**src/rtl/axis_result_packer.sv**
```systemverilog
// Egress width converter: splits one wide PE result word into sign- or zero-extended
// BUS_WIDTH beats, lane 0 first, and marks the last beat of each frame with tlast.
module axis_result_packer #(
    parameter int unsigned KERNEL_SIZE  = 3,
    parameter int unsigned DATA_WIDTH   = 8,
    parameter int unsigned WEIGHT_WIDTH = 8,
    parameter int unsigned LANE_WIDTH   = DATA_WIDTH + WEIGHT_WIDTH + KERNEL_SIZE,
    parameter int unsigned IN_WIDTH     = LANE_WIDTH * KERNEL_SIZE,
    parameter int unsigned BUS_WIDTH    = 32,
    parameter int unsigned FLEN_WIDTH   = 16
) (
    input  logic                  clk,
    input  logic                  rst,
    input  logic [FLEN_WIDTH-1:0] frame_len,
    input  logic                  signed_mode,
    input  logic [IN_WIDTH-1:0]   s_axis_tdata,
    input  logic                  s_axis_tvalid,
    output logic                  s_axis_tready,
    output logic [BUS_WIDTH-1:0]  m_axis_tdata,
    output logic                  m_axis_tvalid,
    input  logic                  m_axis_tready,
    output logic                  m_axis_tlast,
    output logic                  frame_done
);

    localparam int unsigned IDX_WIDTH = (KERNEL_SIZE > 1) ? $clog2(KERNEL_SIZE) : 1;
    localparam logic [IDX_WIDTH-1:0] LAST_LANE = IDX_WIDTH'(KERNEL_SIZE - 1);

    typedef enum logic {
        StEmpty,
        StSend
    } state_t;

    state_t                state_q, state_d;
    logic [IN_WIDTH-1:0]   word_q, word_d;
    logic                  sign_q, sign_d;
    logic                  last_word_q, last_word_d;
    logic [IDX_WIDTH-1:0]  lane_q, lane_d;
    logic [FLEN_WIDTH-1:0] word_cnt_q, word_cnt_d;
    logic [FLEN_WIDTH-1:0] len_q, len_d;
    logic [BUS_WIDTH-1:0]  tdata_q, tdata_d;
    logic                  tlast_q, tlast_d;
    logic                  frame_done_q, frame_done_d;

    logic                  beat_acc;
    logic                  word_fin;
    logic                  s_acc;
    logic [FLEN_WIDTH-1:0] eff_len;
    logic [FLEN_WIDTH-1:0] len_use;
    logic [LANE_WIDTH-1:0] lane_bits;

    // Combinational path from m_axis_tready lets the next word load with no bubble.
    assign s_axis_tready = !rst && ((state_q == StEmpty) ||
                                    (m_axis_tready && (lane_q == LAST_LANE)));

    assign m_axis_tvalid = (state_q == StSend);
    assign m_axis_tdata  = tdata_q;
    assign m_axis_tlast  = tlast_q;
    assign frame_done    = frame_done_q;

    always_comb begin
        state_d      = state_q;
        word_d       = word_q;
        sign_d       = sign_q;
        last_word_d  = last_word_q;
        lane_d       = lane_q;
        word_cnt_d   = word_cnt_q;
        len_d        = len_q;
        tdata_d      = tdata_q;
        tlast_d      = 1'b0;
        frame_done_d = 1'b0;
        lane_bits    = '0;

        beat_acc = (state_q == StSend) && m_axis_tready;
        word_fin = beat_acc && (lane_q == LAST_LANE);
        s_acc    = s_axis_tvalid && s_axis_tready;
        eff_len  = (frame_len == '0) ? FLEN_WIDTH'(1) : frame_len;

        if (word_fin) begin
            word_cnt_d = last_word_q ? '0 : word_cnt_q + 1'b1;
        end

        // A word arriving alongside a finishing one sees the already-advanced count.
        len_use = (word_cnt_d == '0) ? eff_len : len_q;

        if (s_acc) begin
            state_d     = StSend;
            word_d      = s_axis_tdata;
            sign_d      = signed_mode;
            last_word_d = (word_cnt_d == len_use - 1'b1);
            lane_d      = '0;
            if (word_cnt_d == '0) begin
                len_d = eff_len;
            end
        end else if (word_fin) begin
            state_d = StEmpty;
        end else if (beat_acc) begin
            lane_d = lane_q + 1'b1;
        end

        lane_bits = LANE_WIDTH'(word_d >> (int'(lane_d) * LANE_WIDTH));
        if (sign_d) begin
            tdata_d = BUS_WIDTH'($signed(lane_bits));
        end else begin
            tdata_d = BUS_WIDTH'(lane_bits);
        end

        tlast_d      = (state_d == StSend) && last_word_d && (lane_d == LAST_LANE);
        frame_done_d = beat_acc && tlast_q;
    end

    always_ff @(posedge clk) begin
        if (rst) begin
            state_q      <= StEmpty;
            word_q       <= '0;
            sign_q       <= 1'b0;
            last_word_q  <= 1'b0;
            lane_q       <= '0;
            word_cnt_q   <= '0;
            len_q        <= FLEN_WIDTH'(1);
            tdata_q      <= '0;
            tlast_q      <= 1'b0;
            frame_done_q <= 1'b0;
        end else begin
            state_q      <= state_d;
            word_q       <= word_d;
            sign_q       <= sign_d;
            last_word_q  <= last_word_d;
            lane_q       <= lane_d;
            word_cnt_q   <= word_cnt_d;
            len_q        <= len_d;
            tdata_q      <= tdata_d;
            tlast_q      <= tlast_d;
            frame_done_q <= frame_done_d;
        end
    end

endmodule

```
**config.mk**
```make
export PLATFORM = sky130hd
export DESIGN_NAME = axis_result_packer
export DESIGN_NICKNAME = d
export VERILOG_FILES = /design/src/rtl/axis_result_packer.sv
export SDC_FILE = /design/constraint.sdc
export NUM_CORES = 1
export LEC_CHECK = 0
export BUFFER_PORTS_ARGS = -buffer_cell sky130_fd_sc_hd__buf_4
export CORE_UTILIZATION = 55
export DETAILED_ROUTE_END_ITERATION = 10
export PLACE_DENSITY = 0.87
export SLEW_MARGIN = 20
export SYNTH_ARGS = -nofsm -noshare
export SYNTH_HDL_FRONTEND = slang
export SYNTH_SLANG_ARGS = --single-unit
```
**constraint.sdc**
```tcl
create_clock -name clk -period 5.91 [get_ports clk]
set_clock_uncertainty 0.05 [all_clocks]
set_input_delay 0.8865 -clock clk [delete_from_list [all_inputs] [get_ports clk]]
set_output_delay 0.8865 -clock clk [all_outputs]
set_load 0.01 [all_outputs]
```
# Word-level counts from Yosys, hierarchy flattened
# Cells that the tools add are included.
dict set report op_classes {
  eq_ne 3
  multipliers 1
  bitwise 2
  order_cmp 0
  reduce_logical 13
  n_mux 12
  n_div 0
  n_addsub 3
  shift 1
}
# cell count
set ops {}
lappend ops {{$mux 16} 4}
lappend ops {{$mux 57} 1}
lappend ops {{$shr 57x7->19} 1}
lappend ops {{$logic_not 16->1} 2}
lappend ops {{$add 16x1->16 const B} 1}
lappend ops {{$eq 16x16->1} 1}
lappend ops {{$sub 16x1->16 const B} 1}
lappend ops {{$logic_and 1x1->1} 8}
lappend ops {{$mul 2x5->7 const B} 1}
lappend ops {{$mux 2} 3}
lappend ops {{$eq 2x2->1 const B} 2}
lappend ops {{$mux 1} 4}
lappend ops {{$add 2x1->2 const B} 1}
lappend ops {{$not 1->1} 2}
lappend ops {{$reduce_or 2->1} 1}
lappend ops {{$logic_not 1->1} 1}
lappend ops {{$logic_or 1x1->1} 1}
dict set report word_totals {
  memories 0
  ramBits 0
  register_bits 116
  out_inout_bits 36
  mem_bits_ro 0
  latch_bits 0
  in_bits 78
  elab_cells 46
}

# Depth between registers and ports, before layout
dict set report logic_depth {
  depth_word 10
  mapped_depth 22
}

# Least setup slack after synthesis
# No wires, ideal clock.
dict set report synth_path {
  path_type {input to register}
  start {input m_axis_tready}
  end {register tlast_q, in the netlist m_axis_tlast}
  path_buffers 2
  t_arrival_ns 4.768
  slack_ns 1.004
  required_ns 5.772
  cell_stages 19
  cell_sequence {nand3_2 > buf_2 > nor4_1 > mux2i_1 > o311ai_1 > nor4_1 > buf_2 > mux2i_1 > ha_1 > nand2_1 > nor2_1 > xor2_1 > xnor2_1 > mux2i_1 > nor4_1 > nand4_1 > a2111oi_2 > a31oi_1 > nor4_2}
}
dict set report synth_via {
  elab_chain_len 10
  word_cells_on_any_way 20
  cone_classes {add/sub (1); eq/ne (2); mux (8); reduce/logical (9)}
}
# element line_no
set synth_lines {}
lappend synth_lines {{from (decl)} 21} ;# input logic m_axis_tready,
lappend synth_lines {{$logic_and 1x1->1} 74} ;# beat_acc = (state_q == StSend) && m_axis_tready;
lappend synth_lines {{$logic_and 1x1->1} 75} ;# word_fin = beat_acc && (lane_q == LAST_LANE);
lappend synth_lines {{$mux 16} 79} ;# if (word_fin) begin
lappend synth_lines {{$logic_not 16->1} 84} ;# len_use = (word_cnt_d == '0) ? eff_len : len_q;
lappend synth_lines {{$mux 16} -}
lappend synth_lines {{$sub 16x1->16} 90} ;# last_word_d = (word_cnt_d == len_use - 1'b1);
lappend synth_lines {{$eq 16x16->1} 90}
lappend synth_lines {{$mux 1} 86} ;# if (s_acc) begin
lappend synth_lines {{$logic_and 1x1->1} 108} ;# tlast_d = (state_d == StSend) && last_word_d && (lane_d == LAST_LANE);
lappend synth_lines {{$logic_and 1x1->1 *} 108}
lappend synth_lines {{to (signal assigned)} 133} ;# tlast_q <= tlast_d;
lappend synth_lines {{to (decl)} 42} ;# logic tlast_q, tlast_d;
# Mark *: on every way between the ends. The rest lies on a longest branch, timed or not.
# A chain may end at the register's enable or synchronous reset.

# Final worst setup path
dict set report layout_path {
  start {register lane_q[0]}
  end {register tlast_q, in the netlist m_axis_tlast}
}
dict set report layout_via {
  elab_chain_len 10
  word_cells_on_any_way 21
  cone_classes {add/sub (2); eq/ne (3); mux (8); reduce/logical (8)}
}
# element line_no
set layout_lines {}
lappend layout_lines {{from (decl)} 38} ;# logic [IDX_WIDTH-1:0] lane_q, lane_d;
lappend layout_lines {{from (signal assigned)} 129} ;# lane_q <= lane_d;
lappend layout_lines {{$eq 2x2->1} {54, 75}}
lappend layout_lines {{$logic_and 1x1->1} 75}
lappend layout_lines {{$mux 16} 79}
lappend layout_lines {{$logic_not 16->1} 84}
lappend layout_lines {{$mux 16} -}
lappend layout_lines {{$sub 16x1->16} 90}
lappend layout_lines {{$eq 16x16->1} 90}
lappend layout_lines {{$mux 1} 86}
lappend layout_lines {{$logic_and 1x1->1} 108}
lappend layout_lines {{$logic_and 1x1->1 *} 108}
# Marks and branches as above.

==> impl_results.md <==
- Clock sink count: 116
- Initial DRC Count: just under 500
- Post-synthesis register bit count: 116
- FP Rows: 37
- Rel. slew slack: 0.4121
- Worst min path class: flip-flop to flip-flop
- Count of cell types in the netlist: 65
- Root buffer cell: clkbuf_8
- Critical Path, Cell by Cell: inv_1 > ha_1 > nand3_2 > nor4_1 > mux2i_1 > o311ai_1 > nor4_2 > mux2i_1 > ha_1 > nand2_1 > nor2_1 > xor2_1 > xnor2_1 > mux2i_1 > nor4_1 > nand4_1 > a2111oi_2 > a31oi_1 > nor4_2
- Initial antenna violation count: 0
- Pre-CTS setup slack: around 500 ps
- Number of synthesized flops with an enable pin: 0
- H-tree Lvls: 4
- Wire per inst: between 15 and 20 um
- Vias in the first global route: roughly 5.6k
- Status: finished, final reports clean
- Synth top area share: 0.3862
- Grt ovf: 0
- Die height: between 100 and 150 um
- Power Total: between 0.002 and 0.0025 W
- Peak supply drop: approximately 0.00016 V
- Tot GR Track Use: 0.3019
- Clk buf depth: 2
- Synth Flop Type: dfxtp_1
- Grt met1 use: 0.3933
- Port bufs: between 100 and 150
- Net Count, Synth: around 840
- Area grow syn2layout: 23.10%
- DP HPWL: between 10 and 15 mm
- RSZ-0062 raised after global routing: false
- Met2 Usage GRT: 0.4797
- Via Count: roughly 5.9k
- DIE AREA: roughly 11000 sq um
- CTS tree: built
- Global routing usage on met3: 0.07112
- Most Used Layer, Global Route: met2
- Syn_area_per_cell: a little under 8 sq um
- Largest cells by area after synthesis: dfxtp_1 39%, nand2_1 11%, nor2_1 4.2%
- CP max stage delay: 580 ps
- Total CTS buffers: 17
- Most common cell in the netlist: nand2_1
- Arr. time, crit path: 5670 ps
- Die Width: 106.6 um
- DR pass1 iterations: 6
- DRC violations left: 0
- Most instantiated cells after synthesis: 171 x nand2_1, 116 x dfxtp_1, 67 x nor2_1, 42 x a21oi_1, 32 x nand3b_1
- Shortest period the worst path allows: roughly 5300 ps
- Vias per cell: roughly 6.0
- Cell area power density: ~320 nW/um^2
- Synthesized cell area: roughly 6000 sq um
- Final setup margin: slightly above 600 ps
- Cell family contributing the most delay on the critical path: simple AND/OR/NAND/NOR gates
- Core footprint: approximately 10000 sq um
- Synthesized instance count: 762
- Crit Path Max Fanout: 24
- Final WL: 16.71 mm
- Largest net degree at the start of global routing: 99
- Req. time, crit path: 6290 ps
- Warnings, synthesis: 0
- Fin crit share: 0.8951
- Share of cells above drive strength 1: 0.2227
- Fillers: ~810
- CP startpoint kind: flip-flop
- Max-Cap Viols: 0
- CP endpoint kind: flip-flop
- Worst slew pin tran: between 800 and 900 ps
- Reg clk slew, reported paths: 60 ps
- Total Neg Setup Slack: 0 ps
- Buffers and inverters on the worst path: 1
- CP most frequent cell: mux2i_1
- Register area share after synthesis: 0.3862
- Critical path type: flip-flop to flip-flop
- Post CTS Setup Buffer Count: 0
- # diodes: 0
- Routability cong.: around 0.95
- Pins Over Slew Limit: 0
- Async S/R FF share, synth: 0
- CP max-delay cell: nor4_2
- Fin util: 0.7075
- Final setup violation count: 0
- Largest area contributor in the synthesized netlist: dfxtp_1
- Fmax: approximately 190 MHz
- # IOs: approximately 110
- DRT antenna net count: 0
- Initial core utilization: 0.5747
- Clk Latency, worst-skew pair: between 500 and 600 ps
- # resized after CTS: 0
- First-pass GRT wire length: ~27 mm
- LEAKAGE: around 3.1 nW
- Post-CTS Hold Buffers: 0
- Final hold vios: 0
- Nets: 923
## stage by stage
step | std cells | hold WS (ps) | instance area, sq um
after floorplan | 762 | 382.9 | 6013
after global placement | 959 | 389.3 | 6807
after detailed placement | 959 | 396.8 | 6807
after CTS | 989 | 404.9 | 7402
after global routing | 989 | 427.7 | 7402
final | 989 | 406.7 | 7402
## sequential cells by signal, indices dropped and copies added, names as in the netlist
register	count
frame_done	1
lane_q	2
last_word_q	1
len_q	16
m_axis_tdata	20
m_axis_tlast	1
m_axis_tvalid	1
sign_q	1
word_cnt_q	16
word_q	57
## metal layers
metal  vias up  share of wire
li1       2813              -
met1      2787           0.43
met2       263           0.47
met3        35          0.079
met4         0          0.020
met5         -              0
## worst register-to-register path, delay by kind of cell (launching register included)
kind / cells / cell delay (ps)
xor+xnor: 2 / 360
mux: 3 / 810
simple gates: 8 / 2250
buf+inv: 1 / 70
compound gates: 3 / 690
fa+ha+maj: 2 / 640
flops: 1 / 340
## worst paths after layout
path,slack (ps),end,start,cells past startpoint
min,410,word_q[13],word_q[13],2
max,620,m_axis_tlast,lane_q[0],19
max reg2reg,620,m_axis_tlast,lane_q[0],19
min reg2reg,410,word_q[13],word_q[13],2
## cell usage in the layout, fill, tap and decap left out, types with 4 or more instances in the layout
cell	Yosys	final
a31o_2	12	12
nor4_1	17	16
nor3_1	24	24
buf_4	15	120
dfxtp_1	116	116
clkinv_4	0	4
mux2i_1	22	22
o21ai_0	22	22
nand2_1	171	170
o21a_1	4	4
and2_1	6	5
clkbuf_16	0	16
xnor2_1	16	15
nand3_1	12	12
or4_1	6	6
nor2b_1	6	6
nor2_1	67	67
nand2b_1	16	16
nand3b_1	32	32
o211ai_1	6	6
xor2_1	8	8
a211oi_1	4	4
a21oi_1	42	42
or3_1	7	7
inv_1	8	8
o41ai_1	4	4
mux2_2	11	11
and3_1	6	6
nand4_1	9	9
## kinds of logic after synthesis
group                    synth area share
flip-flops                         0.3862
buffers and inverters             0.05472
AO/OA/AOI/OAI                      0.1371
XOR/XNOR                          0.03496
AND/OR/NAND/NOR                    0.3211
multiplexers                      0.05972
adder cells (fa/ha/maj)          0.006243
## power breakdown
part | leakage [nW] | switching [W] | internal, W | total, W
logic | 1.91 | 0.000261 | 0.000220 | 0.000481
registers | 0.948 | 0.0000345 | 0.000834 | 0.000869
clock network | 0.286 | 0.000371 | 0.000662 | 0.00103
## layout make-up
class	count	area (sq um)	share of cell area
clock inverter	11	153.9	0.02079
timing repair buffer	120	900.9	0.1217
sequential	116	2322	0.3137
multi-input combinational	578	3379	0.4566
clock buffer	19	441.7	0.05967
tap	136	170.2	0.02299
inverter	9	33.78	0.004564
No activity file was read; power rests on OpenSTA's default activity.
